===== src/rtl/adsr_sequencer.sv =====
// adsr_sequencer
//   Note-driven controller for the 16-bit ADSR amplitude datapath. It turns
//   note_on/note_off events and the 48 kHz sample strobe into a phase code and
//   a step index. The downstream gain stage uses these two values to select
//   its envelope shift-add coefficients.
//
//   Ports
//     clk             system clock
//     reset           asynchronous reset, active low
//     in_ready        one-cycle sample strobe (48 kHz)
//     note_on         one-cycle pulse: start or retrigger from ATTACK step 0
//     note_off        one-cycle pulse: enter RELEASE (ATTACK/DECAY/SUSTAIN only)
//     cfg_load        one-cycle pulse: latch the three cfg_*_len values
//     cfg_attack_len  samples per attack step
//     cfg_decay_len   samples per decay step
//     cfg_release_len samples per release step
//     phase           0=IDLE 1=ATTACK 2=DECAY 3=SUSTAIN 4=RELEASE
//     step            step index within the current timed phase
//     active          high whenever phase != IDLE
//     done            one-cycle pulse on RELEASE expiry into IDLE
//     cfg_err         one-cycle pulse when a cfg_load is rejected
module adsr_sequencer #(
  parameter int STEP_SAMPLES = 480,
  parameter int NUM_STEPS    = 10,
  parameter int LEN_WIDTH    = 16
) (
  input  logic                 clk,
  input  logic                 reset,
  input  logic                 in_ready,
  input  logic                 note_on,
  input  logic                 note_off,
  input  logic                 cfg_load,
  input  logic [LEN_WIDTH-1:0] cfg_attack_len,
  input  logic [LEN_WIDTH-1:0] cfg_decay_len,
  input  logic [LEN_WIDTH-1:0] cfg_release_len,
  output logic [2:0]           phase,
  output logic [3:0]           step,
  output logic                 active,
  output logic                 done,
  output logic                 cfg_err
);

  typedef enum logic [2:0] {
    PH_IDLE    = 3'd0,
    PH_ATTACK  = 3'd1,
    PH_DECAY   = 3'd2,
    PH_SUSTAIN = 3'd3,
    PH_RELEASE = 3'd4
  } phase_t;

  localparam logic [3:0]           STEP_LAST   = 4'(NUM_STEPS - 1);
  localparam logic [LEN_WIDTH-1:0] LEN_RESET   = LEN_WIDTH'(STEP_SAMPLES);
  localparam logic [LEN_WIDTH-1:0] LEN_ONE     = LEN_WIDTH'(1);

  phase_t               phase_q, phase_d;
  logic [3:0]           step_q, step_d;
  logic [LEN_WIDTH-1:0] cnt_q, cnt_d;
  logic [LEN_WIDTH-1:0] attack_len_q, attack_len_d;
  logic [LEN_WIDTH-1:0] decay_len_q, decay_len_d;
  logic [LEN_WIDTH-1:0] release_len_q, release_len_d;
  logic                 active_q, active_d;
  logic                 done_q, done_d;
  logic                 cfg_err_q, cfg_err_d;

  logic [LEN_WIDTH-1:0] cur_len;
  logic [LEN_WIDTH-1:0] cnt_last;
  logic                 timed;

  // Length register of the phase being timed; a stored 0 behaves as 1 so the
  // terminal count never wraps to all-ones.
  always_comb begin
    // NOTE: every always_comb output gets a default first so no path can
    // leave it unassigned and infer a latch.
    cur_len = LEN_ONE;
    timed   = 1'b0;
    unique case (phase_q)
      PH_ATTACK:  begin cur_len = attack_len_q;  timed = 1'b1; end
      PH_DECAY:   begin cur_len = decay_len_q;   timed = 1'b1; end
      PH_RELEASE: begin cur_len = release_len_q; timed = 1'b1; end
      default:    ;
    endcase
    if (cur_len == '0) cur_len = LEN_ONE;
    cnt_last = cur_len - LEN_ONE;
  end

  // Next-state logic. Priority: note_on > note_off > in_ready; a tick that
  // coincides with an accepted event is dropped.
  always_comb begin
    phase_d       = phase_q;
    step_d        = step_q;
    cnt_d         = cnt_q;
    attack_len_d  = attack_len_q;
    decay_len_d   = decay_len_q;
    release_len_d = release_len_q;
    done_d        = 1'b0;
    cfg_err_d     = 1'b0;

    if (note_on) begin
      phase_d = PH_ATTACK;
      step_d  = '0;
      cnt_d   = '0;
    end else if (note_off && (phase_q == PH_ATTACK || phase_q == PH_DECAY ||
                              phase_q == PH_SUSTAIN)) begin
      phase_d = PH_RELEASE;
      step_d  = '0;
      cnt_d   = '0;
    end else if (in_ready && timed) begin
      if (cnt_q != cnt_last) begin
        cnt_d = cnt_q + LEN_ONE;
      end else begin
        cnt_d = '0;
        if (step_q != STEP_LAST) begin
          step_d = step_q + 4'd1;
        end else begin
          step_d = '0;
          unique case (phase_q)
            PH_ATTACK:  phase_d = PH_DECAY;
            PH_DECAY:   phase_d = PH_SUSTAIN;
            PH_RELEASE: begin
              phase_d = PH_IDLE;
              done_d  = 1'b1;
            end
            default:    ;
          endcase
        end
      end
    end

    // Lengths only change while idle so a running envelope never sees a
    // half-applied configuration; a note_on in the same cycle wins.
    if (cfg_load) begin
      if (phase_q == PH_IDLE && !note_on) begin
        attack_len_d  = cfg_attack_len;
        decay_len_d   = cfg_decay_len;
        release_len_d = cfg_release_len;
      end else begin
        cfg_err_d = 1'b1;
      end
    end

    active_d = (phase_d != PH_IDLE);
  end

  // NOTE: state registers use non-blocking assignments so every flop samples
  // pre-edge values regardless of statement order.
  always_ff @(posedge clk or negedge reset) begin
    if (!reset) begin
      phase_q       <= PH_IDLE;
      step_q        <= '0;
      cnt_q         <= '0;
      attack_len_q  <= LEN_RESET;
      decay_len_q   <= LEN_RESET;
      release_len_q <= LEN_RESET;
      active_q      <= 1'b0;
      done_q        <= 1'b0;
      cfg_err_q     <= 1'b0;
    end else begin
      phase_q       <= phase_d;
      step_q        <= step_d;
      cnt_q         <= cnt_d;
      attack_len_q  <= attack_len_d;
      decay_len_q   <= decay_len_d;
      release_len_q <= release_len_d;
      active_q      <= active_d;
      done_q        <= done_d;
      cfg_err_q     <= cfg_err_d;
    end
  end

  assign phase   = phase_q;
  assign step    = step_q;
  assign active  = active_q;
  assign done    = done_q;
  assign cfg_err = cfg_err_q;

endmodule


===== config.mk =====
export PLATFORM = sky130hd
export DESIGN_NAME = adsr_sequencer
export DESIGN_NICKNAME = d
export VERILOG_FILES = /design/src/rtl/adsr_sequencer.sv
export SDC_FILE = /design/constraint.sdc
export NUM_CORES = 1
export LEC_CHECK = 0
export ABC_CLOCK_PERIOD_IN_PS = 5600
export CORE_ASPECT_RATIO = 0.5
export CORE_UTILIZATION = 45
export DETAILED_ROUTE_END_ITERATION = 10
export PLACE_DENSITY = 0.7
export RECOVER_POWER = 25
export SETUP_SLACK_MARGIN = 0.02
export SYNTH_ARGS = -nofsm -noshare
export SYNTH_HDL_FRONTEND = slang
export SYNTH_SLANG_ARGS = --single-unit

===== constraint.sdc =====
create_clock -name clk -period 5.6 [get_ports clk]
set_input_delay 0.84 -clock clk [delete_from_list [all_inputs] [get_ports clk]]
set_output_delay 0.84 -clock clk [all_outputs]
set_load 0.01 [all_outputs]

==> results of run 1 <==
per-stage QoR:
stage                     instance area, um2  setup slack [ns]  utilization, %
after floorplan                         4560             0.953               -
after global placement                  5320             0.285            55.3
after global routing                    5660            0.0297            58.7
final                                   5660             0.325            58.7
after detailed placement                5320             0.198            55.3
after CTS                               5650            0.0822            58.6
final timing paths:
| path | cells past startpoint | end | startpoint | slack [ns] |
|---|---|---|---|---|
| setup / recovery | 16 | step[2]$_DFFE_PN0P_ | phase[1]$_DFF_PN0_ | 0.33 |
| hold / removal | 1 | attack_len_q[12]$_DFFE_PN0P_ | attack_len_q[12]$_DFFE_PN0P_ | 0.50 |
| setup reg to reg | 16 | step[2]$_DFFE_PN0P_ | phase[1]$_DFF_PN0_ | 0.33 |
| hold reg to reg | 1 | attack_len_q[12]$_DFFE_PN0P_ | attack_len_q[12]$_DFFE_PN0P_ | 0.50 |
| max in group asynchronous | 2 | phase[0]$_DFF_PN0_ | reset | 1.18 |
| min in group asynchronous | 2 | decay_len_q[3]$_DFFE_PN0P_ | reset | 1.97 |
worst reg2reg max path: cells and delay by family, from the launching register on:
kind | cells | cell delay, ns
flops | 1 | 0.52
simple gates | 9 | 2.79
xor+xnor | 1 | 0.13
fa+ha+maj | 1 | 0.32
buf+inv | 1 | 0.24
compound gates | 4 | 1.18
sequential cells by signal, summed over array words and instances, names as in the netlist:
register	cells
done	1
step	4
attack_len_q	16
cnt_q	16
release_len_q	16
cfg_err	1
active	1
decay_len_q	16
phase	3
power groups by stage:
stage,sequential (mW),clock (mW),combinational [mW]
after floorplan,0.721,0,0.427
after global placement,0.754,0,0.573
after detailed placement,0.755,0,0.579
after CTS,0.746,0.639,0.584
after global routing,0.763,0.660,0.640
final,0.748,0.629,0.590
routing by layer:
layer  global-route usage, %  vias to the layer above
li1                        -                     1671
met5                       0                        -
met3                    5.38                       12
met4                    5.61                        0
met1                    35.0                     1718
met2                    31.4                       81
synth_stat cells (3+ instances only):
master and count:
a211oi_2 7, a211oi_4 3, a21oi_1 8, a221oi_1 4, a41oi_1 3, and3_1 3
and4bb_1 7, and4bb_2 13, buf_2 3, buf_4 3, buf_6 6, clkbuf_1 10
dfrtp_1 62, dfstp_2 12, ha_1 4, inv_1 10, mux2_2 49, nand2_1 18
nand3_1 14, nand3b_1 4, nand4_1 9, nor2_1 32, nor2b_1 6, nor3_1 4
nor3b_1 4, nor4_1 3, nor4bb_1 5, o211ai_1 6, o21a_1 4, o21ai_0 5
o21ai_1 4, or3_1 7, or4_1 4, xnor2_1 17, xor2_1 8
cells by family (layout without fill, tap and decap cells):
kind of cell    count (synthesis)  count (layout)  synth area share, %
compound gates                 68              68                 13.1
xor+xnor                       25              25                 4.80
fa+ha+maj                       4               4                 1.10
buf+inv                        34             102                 4.14
flops                          74              74                 40.9
mux                            51              51                 12.5
simple gates                  153             153                 23.4
what timing repair did:
action	4_1_cts	5_1_grt
buffers inserted	0	0
gates resized for setup	0	3
endpoints found under the setup margin	0	14
layout make-up:
class	count	share of cell area, %
Clock buffer	9	3.98
Clock inverter	7	1.75
Inverter	10	0.663
Multi-Input combinational cell	301	44.7
Sequential cell	74	33.0
Tap cell	135	2.99
Timing Repair Buffer	76	12.9
==> flow_summary.json, run 1 <==
{
  "die_h_um": 73.2,
  "dp.cells": 596,
  "grt_use_total_pct": 22.7,
  "dominantRegCellSynth": "dfrtp_1",
  "worstPathRequired_ns": 5.85,
  "wl_met2_mm": 4.71,
  "cp_cell_sequence": "buf_4 -> and4bb_4 -> a211oi_4 -> nand3b_4 -> or3_1 -> nor2_1 -> nor2_1 -> ha_1 -> xnor2_1 -> a21o_1 -> or3b_2 -> a2111o_1 -> nor4b_4 -> nand3_2 -> or4_1 -> o21ai_1",
  "globalplace.congestion": 0.933,
  "crit_path_start_kind": "flop",
  "pwr-share-clk_pct": 32.0,
  "highest_layer": "met4",
  "yosysUniqueCellTypes": 73,
  "wirelength_mm": 11.0,
  "clk_path_buf_depth": 2,
  "cap_violations": 1,
  "synth_top_area_share_pct": 34.0,
  "p_per_area_mw_per_mm2": 348,
  "io-pin-count": 64,
  "netlist_top_cells_area": "dfrtp_1, mux2_2, dfstp_2, and4bb_2, xnor2_1",
  "grt_remaining_overflow": 0,
  "critPathMaxStageDelay_ns": 0.55,
  "ys_warn_count": 0,
  "path_delay_family": "simple AND/OR/NAND/NOR gates",
  "max_freq_mhz": 190,
  "setup_viol": 0,
  "die_area_mm2": 0.0106,
  "p_sw_uw": 605,
  "rows": 25,
  "crit_path_end_kind": "flop",
  "grt_max_degree": 75,
  "slowest_stage": "or4_1",
  "die_w_um": 144,
  "arrival_ns": 5.53,
  "clock_tree.root_cell": "clkbuf_16",
  "antenna_found_initial": 0,
  "port_buffers": 63,
  "ant_nets": 0,
  "setup_tns_ns": 0,
  "p_leak_nw": 2.17,
  "num-nets-final": 530,
  "drc_errors": 0,
  "seqPwrFrac_pct": 38.0,
  "numCtsBuffers": 9,
  "dp_hpwl_mm": 8.04,
  "synth_area_mm2": 0.00456,
  "post-route-period-util_pct": 94.2,
  "synth.avg_cell_area_um2": 11.2,
  "final_cell_mix": "clkdlybuf4s50_1, dfrtp_1, mux2_2, nor2_1",
  "slew_viol_final": 75,
  "combPwrFrac_pct": 30.0,
  "drive_above_1_share_pct": 27.9,
  "viasPerCell": 5.69,
  "multiInputGateArea_mm2": 0.00253,
  "start_util_pct": 47.4,
  "violations": "capacitance limit, slew limit",
  "cts_sinks": 74,
  "critical_path_class": "reg -> reg",
  "synthesis.nets": 467,
  "tightest_slew_ns": 3.89,
  "clock_skew_ns": 0.00376,
  "coreArea_mm2": 0.00963,
  "vdd_drop_max_v": 0.000172,
  "power_mw": 1.97,
  "final_common_cell": "clkdlybuf4s50_1",
  "synth_seq_cells": 74,
  "wl_met1_mm": 5.67,
  "syn_to_final_growth_pct": 24.0,
  "rsz0062_at_grt": "false",
  "cts.clk_slew.worst_paths_ns": 0.06,
  "timing.hold.ws_ns": 0.500,
  "yosys.area.top_type": "dfrtp_1",
  "syn_inst": 409,
  "seqCellArea_mm2": 0.00187,
  "min_period_ns": 5.27,
  "postCtsHoldBufs": 0,
  "min_path_type": "reg -> reg",
  "ys_seq_area_share_pct": 40.9,
  "grt_pass1_wl_mm": 17.9,
  "status": "complete, but fails checks",
  "insertion_delay_ns": 0.34,
  "worst-path-buf-inv": 1,
  "path_max_fanout": 15,
  "p_sw_share_pct": 30.7,
  "vias": 3482,
  "dr.pass1.iters": 5,
  "ys_async_sr_fraction_pct": 100,
  "layout.cells.non_filler": 612,
  "wl_per_cell_um": 18.1,
  "power.internal_mw": 1.36,
  "cts_tree": "built",
  "htreeDepth": 3,
  "grt_pass1_vias": 3317,
  "relSlewSlack_pct": -159,
  "n_antenna_cell": 0,
  "synth-edff-count": 0,
  "finalHoldViolCount": 0,
  "fillers": 839,
  "met3WireLength_um": 541,
  "detail_route.iter0.violations": 197,
  "path_common_cell": "nor2_1"
}
Power figures use the tool's default switching activity.
==> run 2: changes to the inputs <==
--- a/config.mk
+++ b/config.mk
@@ -9,9 +9,12 @@
 export CORE_ASPECT_RATIO = 0.5
 export CORE_UTILIZATION = 45
 export DETAILED_ROUTE_END_ITERATION = 10
-export PLACE_DENSITY = 0.7
+export DONT_BUFFER_PORTS = 1
+export GPL_TIMING_DRIVEN = 0
+export PLACE_DENSITY = 0.62
 export RECOVER_POWER = 25
 export SETUP_SLACK_MARGIN = 0.02
 export SYNTH_ARGS = -nofsm -noshare
 export SYNTH_HDL_FRONTEND = slang
 export SYNTH_SLANG_ARGS = --single-unit
+export TNS_END_PERCENT = 50
==> run 2 against run 1 <==
Effect of this change:
- the flow now finishes without violations
- combinational power down 6.6%
- clock-buffer cell count up 1
- die area unchanged
- first-iteration DRC count up 13%
- sequential cell count unchanged
- critical path depth up 3
- total power down 2.8%
- sequential share of layout area up 3.5 points
- core utilization down 5.6 points
- global-route usage up 0.94 points
- sequential power down 0.8%
- clock skew up 0.0030 ns
==> flow_summary.json, run 2 (synthesis gave the netlist of run 1 again) <==
{
  "grt_pass1_vias": 3262,
  "power_mw": 1.91,
  "clk_path_buf_depth": 2,
  "rows": 25,
  "timing.hold.ws_ns": 0.193,
  "finalHoldViolCount": 0,
  "setup_viol": 0,
  "slew_viol_final": 0,
  "status": "finished clean",
  "worst-path-buf-inv": 3,
  "die_area_mm2": 0.0106,
  "antenna_found_initial": 0,
  "globalplace.congestion": 0.849,
  "arrival_ns": 5.55,
  "cp_cell_sequence": "nor3b_4 -> buf_6 -> buf_6 -> a211oi_4 -> nand3b_4 -> or3_1 -> nor2_1 -> nor2_1 -> ha_1 -> inv_1 -> a2111oi_2 -> nand3_1 -> nor3_2 -> or3b_2 -> a2111o_1 -> nor4b_4 -> nand3_2 -> or4_1 -> o21ai_1",
  "numCtsBuffers": 9,
  "detail_route.iter0.violations": 222,
  "vias": 3402,
  "slowest_stage": "or4_1",
  "die_w_um": 144,
  "grt_use_total_pct": 23.6,
  "die_h_um": 73.2,
  "final_common_cell": "dfrtp_1",
  "drc_errors": 0,
  "setup_tns_ns": 0,
  "placed_area_mm2": 0.00473,
  "io-pin-count": 64,
  "cts_sinks": 74,
  "final_cell_mix": "dfrtp_1, mux2_2, nor2_1, nand2_1, xnor2_1",
  "min_path_type": "in -> async",
  "tightest_slew_ns": 0.735,
  "vdd_drop_max_v": 0.000171,
  "dp_hpwl_mm": 8.73,
  "postCtsHoldBufs": 0,
  "cts.clk_slew.worst_paths_ns": 0.06,
  "p_leak_nw": 1.96,
  "n_antenna_cell": 0,
  "clock_skew_ns": 0.00673,
  "grt_pass1_wl_mm": 18.5,
  "syn_to_final_growth_pct": 12.2,
  "path_max_fanout": 10,
  "htreeDepth": 3,
  "drive_above_1_share_pct": 32.6,
  "fillers": 880,
  "grt_max_degree": 75,
  "cap_violations": 0,
  "num-nets-final": 480,
  "cts_tree": "built",
  "grt_remaining_overflow": 0,
  "start_util_pct": 47.4,
  "coreArea_mm2": 0.00963,
  "setup_ws_ns": 0.314,
  "relSlewSlack_pct": 51.0,
  "wl_per_cell_um": 20.8,
  "r2r_cells": 19,
  "path_delay_family": "simple AND/OR/NAND/NOR gates",
  "worstPathRequired_ns": 5.86,
  "post-route-period-util_pct": 94.4,
  "crit_path_start_kind": "flop",
  "clock_tree.root_cell": "clkbuf_16",
  "crit_path_end_kind": "flop",
  "port_buffers": 0,
  "cp.depth": 19,
  "wirelength_mm": 11.7,
  "ant_nets": 0,
  "preCtsSetupSlack_ns": -0.0467,
  "max_freq_mhz": 189,
  "dp.cells": 544,
  "p_per_area_mw_per_mm2": 374,
  "fin_util_pct": 53.1,
  "viasPerCell": 6.05,
  "dr.pass1.iters": 4,
  "insertion_delay_ns": 0.34,
  "rsz0062_at_grt": "false",
  "layout.cells.non_filler": 562,
  "min_period_ns": 5.29,
  "critical_path_class": "reg -> reg",
  "critPathMaxStageDelay_ns": 0.52,
  "postLayoutCellArea_mm2": 0.00512
}
-- run 2: cell count changes in the layout (fill, tap and decap cells not counted), moves of 2 or more --
cell,change
clkdlybuf4s50_1,-62
buf_6,+6
inv_6,-2
a221oi_1,-2
buf_4,-6
buf_2,+2
a221oi_2,+2
clkbuf_1,+9
clkbuf_2,+2
-- run 2: worst reg2reg max path, cell delays in order, from the launching register on --
cell,delay (ns)
dfrtp_1,0.49
nor3b_4,0.24
buf_6,0.18
buf_6,0.17
a211oi_4,0.47
nand3b_4,0.21
or3_1,0.48
nor2_1,0.22
nor2_1,0.07
ha_1,0.24
inv_1,0.10
a2111oi_2,0.06
nand3_1,0.17
nor3_2,0.09
or3b_2,0.44
a2111o_1,0.44
nor4b_4,0.31
nand3_2,0.16
or4_1,0.52
o21ai_1,0.13
-- run 2: final timing paths --
path / startpoint / to / slack [ns]
worst max-delay path: phase[2]$_DFF_PN0_ / step[2]$_DFFE_PN0P_ / 0.31
worst min register to register: attack_len_q[11]$_DFFE_PN0P_ / attack_len_q[11]$_DFFE_PN0P_ / 0.50
worst min-delay path: reset / release_len_q[15]$_DFFE_PN0P_ / 0.19
min in group clk: attack_len_q[11]$_DFFE_PN0P_ / attack_len_q[11]$_DFFE_PN0P_ / 0.50
worst max register to register: phase[2]$_DFF_PN0_ / step[2]$_DFFE_PN0P_ / 0.31
max in group asynchronous: reset / release_len_q[5]$_DFFE_PN1P_ / 5.21
-- run 2: report_power, final --
group	leakage (nW)	switching, mW	internal, mW	total, mW
sequential	0.906	0.0741	0.668	0.742
combinational	0.901	0.283	0.268	0.551
clock	0.153	0.229	0.392	0.621
-- run 2: timing repair --
item,4_1_cts,5_1_grt
resized for setup,2,10
endpoints found under the hold margin,0,0
pin swaps,0,1
setup endpoints to repair,14,14
setup buffers,0,2
-- run 2: cell type report --
| class | instances | area (um2) | share of cell area [%] |
|---|---|---|---|
| Multi-Input combinational cell | 301 | 2550 | 49.9 |
| Sequential cell | 74 | 1870 | 36.5 |
| Inverter | 10 | 37.5 | 0.734 |
| Tap cell | 135 | 169 | 3.30 |
| Buffer | 24 | 153 | 2.98 |
| Timing Repair Buffer | 2 | 15.0 | 0.293 |
| Clock inverter | 6 | 90.1 | 1.76 |
| Clock buffer | 10 | 229 | 4.48 |
-- run 2: metal layers --
layer	global-route usage (%)	up-vias	part of all wire [%]
met1	34.3	1708	49
met2	34.4	121	43
li1	-	1564	-
met4	4.80	0	0.99
met3	7.48	9	6.5
met5	0	-	0
==> run 3: changes to the inputs <==
--- a/config.mk
+++ b/config.mk
@@ -14,6 +14,7 @@
 export PLACE_DENSITY = 0.62
 export RECOVER_POWER = 25
 export SETUP_SLACK_MARGIN = 0.02
+export SLEW_MARGIN = 40
 export SYNTH_ARGS = -nofsm -noshare
 export SYNTH_HDL_FRONTEND = slang
 export SYNTH_SLANG_ARGS = --single-unit
==> run 3 against run 2 <==
Effect of this change:
- combinational power up 2%
- non-clock buffer count rose by 2
- critical path depth unchanged
- sequential share of layout area down 0.10 points
- largest power group unchanged
- critical path type unchanged
==> flow_summary.json, run 3 (synthesis gave the netlist of run 1 again) <==
{
  "seqPwrFrac_pct": 39.0,
  "io-pin-count": 64,
  "power.internal_mw": 1.32,
  "drive_above_1_share_pct": 33.1,
  "clock_tree.root_cell": "clkbuf_16",
  "grt_max_degree": 75,
  "final_common_cell": "dfrtp_1",
  "worstPathRequired_ns": 5.86,
  "worst-path-buf-inv": 3,
  "relSlewSlack_pct": 52.0,
  "grt_remaining_overflow": 0,
  "rows": 25,
  "cts_sinks": 74,
  "p_sw_share_pct": 30.5,
  "die_h_um": 73.2,
  "post-route-period-util_pct": 94.1,
  "syn_to_final_growth_pct": 12.5,
  "antenna_found_initial": 0,
  "num-nets-final": 482,
  "placed_area_mm2": 0.00474,
  "cp_cell_sequence": "nor3b_4 -> buf_6 -> buf_6 -> a221oi_2 -> nand3b_4 -> or3_1 -> nor2_1 -> nor2_1 -> ha_1 -> inv_1 -> a2111oi_2 -> nand3_1 -> nor3_2 -> or3b_2 -> a2111o_1 -> nor4b_4 -> nand3_2 -> or4_1 -> o21ai_1",
  "critPathMaxStageDelay_ns": 0.52,
  "postCtsHoldBufs": 0,
  "p_leak_nw": 1.97,
  "slowest_stage": "or4_1",
  "clock_skew_ns": 0.00744,
  "finalHoldViolCount": 0,
  "tightest_slew_ns": 0.719,
  "p_sw_uw": 582,
  "p_per_area_mw_per_mm2": 371,
  "detail_route.iter0.violations": 202,
  "path_max_fanout": 10,
  "status": "finished clean",
  "numCtsBuffers": 9,
  "critical_path_class": "reg -> reg",
  "dp_hpwl_mm": 8.76,
  "insertion_delay_ns": 0.34,
  "port_buffers": 0,
  "n_antenna_cell": 0,
  "wl_per_cell_um": 21.0,
  "crit_path_start_kind": "flop",
  "arrival_ns": 5.53,
  "path_delay_family": "simple AND/OR/NAND/NOR gates",
  "min_path_type": "in -> async",
  "vias": 3426,
  "dp.cells": 544,
  "htreeDepth": 3,
  "fillers": 888,
  "vdd_drop_max_v": 0.000201,
  "start_util_pct": 47.4,
  "drc_errors": 0,
  "setup_viol": 0,
  "clk_path_buf_depth": 2,
  "coreArea_mm2": 0.00963,
  "viasPerCell": 6.07,
  "grt_pass1_vias": 3274,
  "setup_tns_ns": 0,
  "rrSetupSlack_ns": 0.33,
  "die_area_mm2": 0.0106,
  "pwr-share-clk_pct": 31.7,
  "globalplace.congestion": 0.849,
  "cts.clk_slew.worst_paths_ns": 0.06,
  "grt_pass1_wl_mm": 18.6,
  "die_w_um": 144,
  "slew_viol_final": 0,
  "ant_nets": 0,
  "crit_path_end_kind": "flop",
  "min_period_ns": 5.27,
  "postLayoutCellArea_mm2": 0.00513,
  "cts_tree": "built",
  "dr.pass1.iters": 5,
  "rsz0062_at_grt": "false",
  "layout.cells.non_filler": 564,
  "max_freq_mhz": 190,
  "wirelength_mm": 11.8,
  "cap_violations": 0,
  "grt_use_total_pct": 24.0,
  "final_cell_mix": "dfrtp_1, mux2_2, nor2_1, nand2_1, xnor2_1",
  "combPwrFrac_pct": 29.3
}
## run 3: changes by cell type in the layout (fill, tap and decap cells not counted)
cell	previous run	this run
dfrtp_2	2	3
nor2b_1	5	6
nor4b_2	0	1
bufinv_16	2	1
dfrtp_1	60	59
nor2b_2	1	0
clkinv_2	1	0
inv_6	1	0
buf_4	5	7
clkbuf_8	0	3
nor4b_1	2	1
## run 3: timing repair
item,4_1_cts,5_1_grt
setup endpoints to repair,3,18
resized for setup,1,11
setup buffers,0,4
pin swaps,0,2
## run 3: routing by layer
metal / part of all wire [%] / wire [um] / up-vias / global-route usage [%]
li1: - / - / 1571 / -
met1: 50 / 5870 / 1745 / 34.9
met2: 43 / 5130 / 99 / 35.0
met3: 6.0 / 708 / 11 / 7.15
met4: 0.98 / 116 / 0 / 5.15
met5: 0 / 0 / - / 0
## run 3: stage by stage
stage | setup slack [ns] | hold WS, ns | total power [mW] | utilization, %
global placement | -0.0651 | 0.481 | 1.25 | 49.1
floorplan | 0.953 | 0.470 | 1.15 | -
finish | 0.329 | 0.196 | 1.91 | 53.3
detailed placement | 0.00338 | 0.486 | 1.27 | 49.2
global route | 0.0588 | 0.179 | 2.00 | 53.3
CTS | 0.237 | 0.183 | 1.89 | 52.5
## run 3: power groups by stage
stage / sequential (mW) / combinational [mW] / clock (mW)
2_1_floorplan: 0.721 / 0.427 / 0
4_1_cts: 0.739 / 0.529 / 0.618
3_5_place_dp: 0.747 / 0.525 / 0
3_3_place_gp: 0.740 / 0.511 / 0
6_report: 0.743 / 0.560 / 0.604
5_1_grt: 0.758 / 0.601 / 0.640
## run 3: worst paths after layout
check | start | endpoint | cells past startpoint
max | phase[1]$_DFF_PN0_ | step[2]$_DFFE_PN0P_ | 19
min | reset | decay_len_q[3]$_DFFE_PN0P_ | 0
max reg2reg | phase[1]$_DFF_PN0_ | step[2]$_DFFE_PN0P_ | 19
min reg2reg | attack_len_q[14]$_DFFE_PN0P_ | attack_len_q[14]$_DFFE_PN0P_ | 1
max in group asynchronous | reset | decay_len_q[6]$_DFFE_PN1P_ | 0
min in group clk | attack_len_q[14]$_DFFE_PN0P_ | attack_len_q[14]$_DFFE_PN0P_ | 1
## run 3: cell type report
class	instances	area, um2	area share, %
inverters	10	37.5	0.731
flip-flops and latches	74	1870	36.4
clock buffers	13	270	5.26
well taps	135	169	3.29
plain buffers	24	153	2.97
multi-input cells	301	2560	49.8
repair buffers	4	30.0	0.585
clock inverters	3	46.3	0.902
